`config.mk`:
```
export PLATFORM = sky130hd
export DESIGN_NAME = mem_arbiter
export DESIGN_NICKNAME = d
export VERILOG_FILES = /design/src/rtl/mem_arbiter.sv
export SDC_FILE = /design/constraint.sdc
export NUM_CORES = 1
export LEC_CHECK = 0
export ABC_AREA = 0
export CORE_MARGIN = 1
export CORE_UTILIZATION = 30
export CTS_CLUSTER_DIAMETER = 120
export DETAILED_ROUTE_END_ITERATION = 8
export SLEW_MARGIN = 20
export SYNTH_ARGS = -nofsm -noshare
export SYNTH_HDL_FRONTEND = slang
export SYNTH_SLANG_ARGS = --single-unit
export TNS_END_PERCENT = 10
```
`constraint.sdc`:
```
create_clock -name clk_i -period 2.4 [get_ports clk_i]
set_clock_uncertainty 0.2 [all_clocks]
set_input_delay 0.72 -clock clk_i [delete_from_list [all_inputs] [get_ports clk_i]]
set_output_delay 0.72 -clock clk_i [all_outputs]
set_load 0.1 [all_outputs]
```
`src/rtl/mem_arbiter.sv`:
```
// rtl/mem_arbiter.sv - round-robin fetch/data arbiter sequencing fixed-latency accesses to a single-port memory
// Each access holds mem_en for LATENCY cycles, then pulses the granted port's ack one cycle later.
module mem_arbiter #(
  parameter int ADDR_SIZE = 16,
  parameter int DATA_SIZE = 16,
  parameter int LATENCY   = 3
) (
  input  logic                 clk_i,
  input  logic                 rst_ni,
  input  logic                 f_req_i,
  input  logic [ADDR_SIZE-1:0] f_addr_i,
  output logic                 f_ack_o,
  output logic [DATA_SIZE-1:0] f_rdata_o,
  input  logic                 d_req_i,
  input  logic                 d_we_i,
  input  logic [ADDR_SIZE-1:0] d_addr_i,
  input  logic [DATA_SIZE-1:0] d_wdata_i,
  output logic                 d_ack_o,
  output logic [DATA_SIZE-1:0] d_rdata_o,
  output logic                 mem_en_o,
  output logic                 mem_ctrl_o,
  output logic [ADDR_SIZE-1:0] mem_addr_o,
  output logic [DATA_SIZE-1:0] mem_in_o,
  input  logic [DATA_SIZE-1:0] mem_out_i,
  output logic                 busy_o
);

  typedef enum logic [1:0] {IDLE, BUSY, RESP} state_e;

  localparam int CW = (LATENCY > 1) ? $clog2(LATENCY) : 1;
  localparam logic [CW-1:0] CNT_INIT = CW'(LATENCY - 1);

  state_e                state_q, state_d;
  logic [CW-1:0]         cnt_q, cnt_d;
  logic                  last_f_q, last_f_d;   // 0 = last grant went to D
  logic                  sel_d_q, sel_d_d;     // 1 = current access belongs to D
  logic                  en_q, en_d;
  logic                  ctrl_q, ctrl_d;
  logic [ADDR_SIZE-1:0]  addr_q, addr_d;
  logic [DATA_SIZE-1:0]  wdata_q, wdata_d;
  logic                  f_ack_q, f_ack_d;
  logic                  d_ack_q, d_ack_d;
  logic [DATA_SIZE-1:0]  f_rdata_q, f_rdata_d;
  logic [DATA_SIZE-1:0]  d_rdata_q, d_rdata_d;
  logic                  busy_q, busy_d;
  logic                  grant_to_d;

  always_comb begin
    state_d    = state_q;
    cnt_d      = cnt_q;
    last_f_d   = last_f_q;
    sel_d_d    = sel_d_q;
    en_d       = en_q;
    ctrl_d     = ctrl_q;
    addr_d     = addr_q;
    wdata_d    = wdata_q;
    f_ack_d    = 1'b0;
    d_ack_d    = 1'b0;
    f_rdata_d  = f_rdata_q;
    d_rdata_d  = d_rdata_q;
    busy_d     = busy_q;
    grant_to_d = d_req_i && (!f_req_i || last_f_q);

    case (state_q)
      IDLE: begin
        if (f_req_i || d_req_i) begin
          sel_d_d  = grant_to_d;
          last_f_d = !grant_to_d;
          addr_d   = grant_to_d ? d_addr_i : f_addr_i;
          wdata_d  = d_wdata_i;
          ctrl_d   = grant_to_d && d_we_i;
          en_d     = 1'b1;
          cnt_d    = CNT_INIT;
          busy_d   = 1'b1;
          state_d  = BUSY;
        end
      end
      BUSY: begin
        if (cnt_q == '0) begin
          // mem_out is combinational, so it is valid while mem_en is still high
          if (!ctrl_q) begin
            if (sel_d_q) d_rdata_d = mem_out_i;
            else         f_rdata_d = mem_out_i;
          end
          en_d    = 1'b0;
          ctrl_d  = 1'b0;
          f_ack_d = !sel_d_q;
          d_ack_d = sel_d_q;
          state_d = RESP;
        end else begin
          cnt_d = cnt_q - CW'(1);
        end
      end
      RESP: begin
        busy_d  = 1'b0;
        state_d = IDLE;
      end
      default: state_d = IDLE;
    endcase
  end

  always_ff @(posedge clk_i or negedge rst_ni) begin
    if (!rst_ni) begin
      state_q   <= IDLE;
      cnt_q     <= '0;
      last_f_q  <= 1'b0;
      sel_d_q   <= 1'b0;
      en_q      <= 1'b0;
      ctrl_q    <= 1'b0;
      addr_q    <= '0;
      wdata_q   <= '0;
      f_ack_q   <= 1'b0;
      d_ack_q   <= 1'b0;
      f_rdata_q <= '0;
      d_rdata_q <= '0;
      busy_q    <= 1'b0;
    end else begin
      state_q   <= state_d;
      cnt_q     <= cnt_d;
      last_f_q  <= last_f_d;
      sel_d_q   <= sel_d_d;
      en_q      <= en_d;
      ctrl_q    <= ctrl_d;
      addr_q    <= addr_d;
      wdata_q   <= wdata_d;
      f_ack_q   <= f_ack_d;
      d_ack_q   <= d_ack_d;
      f_rdata_q <= f_rdata_d;
      d_rdata_q <= d_rdata_d;
      busy_q    <= busy_d;
    end
  end

  assign f_ack_o    = f_ack_q;
  assign d_ack_o    = d_ack_q;
  assign f_rdata_o  = f_rdata_q;
  assign d_rdata_o  = d_rdata_q;
  assign mem_en_o   = en_q;
  assign mem_ctrl_o = ctrl_q;
  assign mem_addr_o = addr_q;
  assign mem_in_o   = wdata_q;
  assign busy_o     = busy_q;

endmodule

```
==> Yosys cells after proc, flatten, opt, wreduce, memory -nomap -nowiden <==
Index checks and enable logic that the tools add are counted.
{ "op_classes": {"add_sub_neg": 1, "n_eq_ne": 5, "mux": 17, "bitwise_logic": 2, "reduce_logical": 18} }
{ "op_table": {"columns": ["op", "n"], "rows": [
  ["16-bit two-way mux", 1],
  ["2-bit two-way mux", 4],
  ["2-bit case mux with 2 select lines", 2],
  ["4-bit AND reduction", 2],
  ["1-bit two-way mux", 7],
  ["2-bit != test (second input constant)", 3],
  ["1-bit case mux with 2 select lines", 3],
  ["2-bit AND reduction", 3],
  ["3-bit AND reduction", 2],
  ["2-bit logical NOT", 2],
  ["2-bit nonzero test", 2],
  ["1-bit logical NOT", 3],
  ["2-bit by 1-bit equality test with 1-bit output (second input constant)", 1],
  ["2-bit equality test (second input constant)", 1],
  ["1-bit logical AND", 2],
  ["1-bit logical OR", 2],
  ["1-bit NOT", 2],
  ["2-bit by 1-bit subtractor with 2-bit output (second input constant)", 1]
]} }
{ "word_totals": {"register_bits": 75, "input_bits": 69, "output_inout_bits": 69, "word_cells": 56} }

==> Longest topological paths before layout <==
{ "depth": {"depth_word": 6, "ltp_mapped": 7} }

==> Worst setup path before layout <==
OpenSTA, ideal clock, no wires.
{ "synth_path": {"path_kind": "flip-flop to flip-flop", "from": "register ctrl_q, in the netlist mem_ctrl_o", "to": "register f_rdata_q[0], in the netlist f_rdata_o[0]", "setup_time_ns": 0.125, "t_arrival_ns": 1.884, "required_time_ns": 2.075, "setup_slack_ns": 0.191, "stages_incl_launch_ff": 4, "path_buffers": 1, "period_less_slack_ns": 2.209, "cell_sequence": "dfrtp_1 -> nor3_2 -> buf_2 -> mux2_2"} }
{ "synth_via": {"elab_chain_len": 2} }
{ "synth_rtl": {"columns": ["element", "line", "text"], "rows": [
  ["start: declaration", "38", "logic ctrl_q, ctrl_d;"],
  ["start signal: assignment", "123", "ctrl_q <= ctrl_d;"],
  ["1-bit NOT (no source line)", null, null],
  ["4-bit AND reduction (no source line)", null, null],
  ["end signal: assignment", "128", "f_rdata_q <= f_rdata_d;"],
  ["end: declaration", "43", "logic [DATA_SIZE-1:0] f_rdata_q, f_rdata_d;"]
]} }
No other way between the ends.
A chain may end at the register's enable or synchronous reset.

==> Final worst setup path <==
{ "layout_path": {"from": "input f_req_i", "to": "register addr_q[13], in the netlist mem_addr_o[13]"} }
{ "layout_via": {"elab_chain_len": 4, "word_cells_on_any_way": 6, "classes_between": "1 x mux; 5 x reduce/logical"} }
{ "layout_rtl": {"columns": ["element", "line", "text"], "rows": [
  ["start: declaration", "10", "input logic f_req_i,"],
  ["1-bit logical NOT", "62", "grant_to_d = d_req_i && (!f_req_i || last_f_q);"],
  ["1-bit logical OR", "62", null],
  ["1-bit logical AND", "62", null],
  ["16-bit two-way mux", "69", "addr_d = grant_to_d ? d_addr_i : f_addr_i;"],
  ["end signal: assignment", "124", "addr_q <= addr_d;"],
  ["end: declaration", "39", "logic [ADDR_SIZE-1:0] addr_q, addr_d;"]
]} }
Several ways; a longest one is shown, not always the timed one.

==> impl_metrics.toml <==
[sta]
tightest_slew_ns = 0.3852
rsz0062_at_grt = "no"
fin_crit_ns = 2.221
fmax_mhz = 450.2
finalSetupViolCount = 0
holdWs_ns = 0.07831
finalHoldViolCount = 0
slew_viol_final = 0
fin_crit_sh = 0.9255
slew_headroom = 0.7432

[grt]
grt_use_total = 0.1499
grt_first_pass_wirelength_um = 11810
grt_pass1_vias = 2341
grt_use_met3 = 0.05288
busiest_layer = "met2"
antenna_found_initial = 0
met2_usage = 0.2492
grt_use_met1 = 0.1797
overflow = 0
grt_max_degree = 51

[cts]
htreeDepth = 3
cts_buffer_depth = 2
cts_setup_buffers = 0
tritoncts = "done"
hold_buffers = 0
path_clk_slew_ns = 0.08
clkLatencyLatePin_ns = 0.34
cts_buffers = 9
clock-sinks = 75
cts_root_buf = "clkbuf_8"
cts_resized = 0

[logic_synthesis]
synth.distinct_cells = 30
yosysWarnings = 0
netlist_area_sq_um = 3038
synth-seq-cells = 75
synthArstFlopShare = 1.000
yosys.cell_count.top_type = "dfrtp_1"
avgSynthCellArea_sq_um = 15.11
synthTopCellsByCount = "dfrtp_1, mux2_2, a221o_1, nor3b_1, mux2_4"
synth.top_cell.area_share = 0.6178
synthTopCellsByArea = "dfrtp_1, mux2_2, a221o_1"
synth-main-ff-cell = "dfrtp_1"
netlist_instances = 201
synth.largest_area_cell = "dfrtp_1"
yosysSeqAreaShare = 0.6178
synth_edf_count = 0
synthesis.nets = 272

[critical_path]
path_depth = 4
path_max_fanout = 17
timing.rr.end = "d_rdata_o[6]"
path_cells = "clkdlybuf4s50_1, or3b_2, nor3b_1, a221o_1"
cp.arrival_ns = 2.29
cp-startpoint = "f_req_i"
r2r-start = "cnt_q[0]"
cp_top_family = "simple AND/OR/NAND/NOR gates"
setup.worst_path.end_class = "register"
critPathSlowestCell = "or3b_2"
r2r_setup_slack_ns = 0.37
critPathBufInv = 1
max_stage_delay_ns = 0.64
path_class = "in -> reg"
worstPathRequired_ns = 2.47
critPathCapture = "mem_addr_o[13]"
crit_path_start_kind = "input port"
r2r_cells = 6

[die]
chipHeight_um = 102.6
ioPinCount = 138
rows = 36
start_util = 0.3108
die_x_um = 102.6
die_area_sq_um = 10530
coreArea_sq_um = 9774

[routing]
drc = 0
drtAntennaViolNets = 0
vias_per_cell = 4.640
vias = 2241
wire_per_inst_um = 15.54
drt-total-wl_um = 7505
drtPass1Iterations = 4
drt_iter0_drc = 90

[layout]
num_antenna_cells = 0
drive_gt1_frac = 0.4229
num-nets-final = 416
area_growth_pct = 81.59
utilization = 0.5644

[status]
status = "complete, no violations"

[job]
maxCapViolCount = 0

[place]
io_buffers = 137
dpl.hpwl_um = 5446
gp_congestion = 0.6823

[hold_path]
hold_class = "in -> async"
## per-layer routing
| layer | vias up | share of wire |
|---|---|---|
| met5 | - | 0 |
| met4 | 0 | 0.0096 |
| met3 | 6 | 0.077 |
| met2 | 95 | 0.50 |
| met1 | 1125 | 0.41 |
| li1 | 1015 | - |
## cells by family (layout without fill, tap and decap cells)
| kind of cell | Yosys count | in the layout | share of synthesized area |
|---|---|---|---|
| AO/OA/AOI/OAI | 23 | 23 | 0.06919 |
| multiplexers | 49 | 49 | 0.1936 |
| buffers and inverters | 16 | 165 | 0.02883 |
| adder cells (fa/ha/maj) | 2 | 2 | 0.008236 |
| AND/OR/NAND/NOR | 36 | 36 | 0.08238 |
| flip-flops | 75 | 75 | 0.6178 |
## flip-flops by register name (all words and copies together), names as in the netlist, 2 cells and up
name,cells
cnt_q,2
f_rdata_o,16
d_rdata_o,16
state_q,2
mem_addr_o,16
mem_in_o,16
## worst min path at each step
stage | from | end | slack, ns
after floorplan | rst_ni | busy_o | 0.22
after global placement | cnt_q[0] | cnt_q[0] | 0.26
after detailed placement | cnt_q[0] | cnt_q[0] | 0.27
after CTS | rst_ni | d_rdata_o[1] | 0.07
after global routing | rst_ni | f_rdata_o[1] | 0.08
final | rst_ni | f_rdata_o[1] | 0.08
## metrics by stage
stage	cells	worst slack [ns]	cell area, sq um	TNS [ns]
2_1_floorplan	201	0.1909	3038	0
3_3_place_gp	467	-0.06992	5276	-0.9157
3_5_place_dp	467	-0.1602	5276	-1.659
4_1_cts	483	0.1786	5517	0
5_1_grt	483	0.1307	5517	0
6_report	483	0.1788	5517	0
## placed cells by master, fill, tap and decap left out
cell              n
inv_6             1
or3b_2            2
o21ai_2           1
nor3_2            1
buf_12           71
nand2_1           4
and3_1            1
nand2b_1          1
or2_2             1
dfrtp_1          75
clkdlybuf4s50_1  67
bufinv_16         3
ha_1              2
buf_4             7
and2_1            2
clkbuf_1          1
mux2_2           38
clkinv_2          1
mux2i_1           1
inv_1             4
a211oi_1          1
o22a_1            1
mux2_4           10
a221o_1          16
nor2_1            4
or3b_1            1
clkbuf_8          9
and3_2            1
a21o_1            2
nand3b_4          1
nor3b_1          16
nor3_1            1
o21ai_0           2
clkinv_4          1
## layout make-up
class | count | area, sq um
well taps | 133 | 166.4
inverters | 4 | 15.01
repair buffers | 145 | 2145
flip-flops and latches | 75 | 1877
clock buffers | 10 | 127.6
multi-input cells | 110 | 1074
fillers | 816 | 4258
clock inverters | 6 | 112.6
Power is left out: the tool's default activity adds up to more than one toggle a clock period on the data nets, which glitch-free logic cannot reach.
==> patch (same settings) <==
`addr_q`, `wdata_q`, `f_rdata_q` and `d_rdata_q` no longer have a reset.
--- a/src/rtl/mem_arbiter.sv
+++ b/src/rtl/mem_arbiter.sv
@@ -107,12 +107,8 @@
       sel_d_q   <= 1'b0;
       en_q      <= 1'b0;
       ctrl_q    <= 1'b0;
-      addr_q    <= '0;
-      wdata_q   <= '0;
       f_ack_q   <= 1'b0;
       d_ack_q   <= 1'b0;
-      f_rdata_q <= '0;
-      d_rdata_q <= '0;
       busy_q    <= 1'b0;
     end else begin
       state_q   <= state_d;
@@ -121,14 +117,17 @@
       sel_d_q   <= sel_d_d;
       en_q      <= en_d;
       ctrl_q    <= ctrl_d;
-      addr_q    <= addr_d;
-      wdata_q   <= wdata_d;
       f_ack_q   <= f_ack_d;
       d_ack_q   <= d_ack_d;
-      f_rdata_q <= f_rdata_d;
-      d_rdata_q <= d_rdata_d;
       busy_q    <= busy_d;
     end
+  end
+
+  always_ff @(posedge clk_i) begin
+    addr_q    <= addr_d;
+    wdata_q   <= wdata_d;
+    f_rdata_q <= f_rdata_d;
+    d_rdata_q <= d_rdata_d;
   end
 
   assign f_ack_o    = f_ack_q;
Behaviour: not the same (a bounded check fails within 4 cycles, from zero or initial values and one cycle with rst_ni low).
==> patch against the original RTL <==
  * Global-route usage shrank 1.6 points
  * Setup slack gained 0.18 ns
  * First-iteration DRC count shrank 56%
  * Final area shrank 17%
  * Core utilization shrank 3.8 points
  * Fmax grew 8.9%
  * Sequential cell count is the same
  * Count of clock-buffer cells in the layout is the same
  * Critical path depth is the same
  * Synthesized area shrank 12%
  * Routed wire length shrank 18%
==> patch: results (changes against the original RTL) <==
stage,metric,value,unit,change
final_layout,final_nets,353,,was 416
placed_design,place_area,4349,um^2,was 5276 um^2
sta,relSlewSlack,66.84,%,was 74.32%
sta,finalSetupViolCount,0,,unchanged
global_route,grtUsageTotal,13.40,%,was 14.99%
global_route,grt_start_max_net_pins,34,,was 51
worst_hold_path,holdCritPathClass,register to register,,was input pin to async pin
final_layout,n_antenna_cell,0,,unchanged
clocking,root_buffer,clkbuf_8,,unchanged
clocking,htree_levels,3,,unchanged
clocking,cts_buffers,9,,unchanged
final_layout,fin_cells,395,,was 483
logic_synthesis,seq_area_frac_synth,82.48,%,was 61.78%
setup_path,cpMaxStageDelayCell,clkdlybuf4s50_1,,was or3b_2
final_layout,final_layout_size_suffix_gt1_share,39.72,%,was 42.29%
clocking,cts_setup_buffers,0,,unchanged
clocking,clk_path_buf_depth,2,,unchanged
detailed_routing,wl_per_cell,15.52,um,was 15.54 um
run_status,status,finished clean,,unchanged
clocking,post_cts_resized,0,,unchanged
power_and_ir_drop,cellLeakagePower,1.794,nW,
logic_synthesis,yosysUniqueCellTypes,31,,was 30
logic_synthesis,syn_inst,128,,was 201
clocking,clk_pin_slew_worst_paths,0.07,ns,
detailed_routing,drt_iter0_markers,40,,was 90
logic_synthesis,synthTopCellsByCount,"edfxtp_1, dfrtp_1, mux2_4",,"was dfrtp_1, mux2_2, a221o_1, nor3b_1, mux2_4"
setup_path,max_stage_delay,0.49,ns,was 0.64 ns
global_route,grt_pass1_wl,8.845,mm,was 11.81 mm
logic_synthesis,syn_nets,199,,was 272
logic_synthesis,yosysWarnings,0,,unchanged
detailed_routing,drt_pass1_iterations,4,,unchanged
placed_design,dp_cells,379,,was 467
power_and_ir_drop,p_sw,2.796,mW,
setup_path,cp_max_fo,17,,unchanged
placed_design,io_buffers,137,,unchanged
placed_design,place.gp.congestion,0.7064,,was 0.6823
power_and_ir_drop,p_clk_share,17.3,%,
logic_synthesis,synth_edf_count,64,,was 0
logic_synthesis,async_flop_share,14.67,%,was 100.0%
clocking,insertion_delay,0.33,ns,
global_route,antenna_found_initial,0,,unchanged
power_and_ir_drop,ir_drop,0.4952,mV,
detailed_routing,num_vias,1710,,was 2241
placed_design,place_ws,-0.002534,ns,was -0.1602 ns
logic_synthesis,synthTopCellsByArea,"edfxtp_1, dfrtp_1, mux2_4",,"was dfrtp_1, mux2_2, a221o_1"
==> patch: cell types whose count changed in the layout (fill, tap and decap cells not counted), moves of 2 or more <==
cell	before	now
dfrtp_1	75	11
edfxtp_1	0	64
buf_12	71	24
buf_4	7	52
mux2_2	38	7
a221o_1	16	0
nor3b_1	16	0
nand2_1	4	2
nor2b_1	0	2
or3b_2	2	0
==> patch: critical path, delay by kind of cell <==
family,cells,cell delay (ns)
buffers and inverters,1,0.49
and+or+nand+nor,2,0.33
muxes,1,0.38
==> patch: power by group through the flow <==
stage | Sequential (mW) | Clock, mW | Combinational [mW]
finish | 1.99 | 1.05 | 3.01
global route | 2.03 | 1.14 | 3.12
CTS | 2.00 | 1.08 | 3.03
detailed placement | 2.02 | 0 | 3.02
global placement | 2.01 | 0 | 3.01
floorplan | 3.64 | 0 | 0.422
==> patch: final timing paths <==
kind / from / endpoint / slack [ns] / cells after the start
hold / removal: cnt_q[0] / cnt_q[0] / 0.31 / 1
setup reg to reg: state_q[0] / d_rdata_o[5] / 0.58 / 4
max in group asynchronous: rst_ni / mem_en_o / 1.15 / 1
min in group asynchronous: rst_ni / d_ack_o / 0.51 / 1
hold reg to reg: cnt_q[0] / cnt_q[0] / 0.31 / 1
setup / recovery: f_req_i / mem_addr_o[11] / 0.36 / 4
==> patch: cell families after synthesis <==
kind of cell               share of synthesized area, %
adders and majority gates                        0.9393
AOI/OAI and AO/OA                                 2.912
and+or+nand+nor                                   4.275
buffers and inverters                            0.9862
DFF                                               82.48
muxes                                             8.408
==> patch: per-stage QoR <==
| step | setup TNS, ns | utilization, % |
|---|---|---|
| after floorplan | -4.531 | - |
| after global placement | 0 | 50.12 |
| after detailed placement | -0.002647 | 50.12 |
| after CTS | 0 | 52.62 |
| after global routing | 0 | 52.62 |
| final | 0 | 52.62 |
==> patch: layer usage <==
layer / routed length, um / up-vias / share of wire [%] / GRT usage (%)
li1: - / 797 / - / -
met1: 2587 / 827 / 42 / 17.35
met2: 3085 / 77 / 50 / 20.98
met3: 348 / 9 / 5.7 / 2.844
met4: 110 / 0 / 1.8 / 7.214
met5: 0 / - / 0 / 0
==> patch: cell type report <==
class	count	area (um^2)
fillers	746	4111
flip-flops and latches	75	2197
repair buffers	144	1551
multi-input cells	48	450.4
well taps	108	135.1
clock buffers	10	127.6
clock inverters	6	90.09
inverters	4	15.01
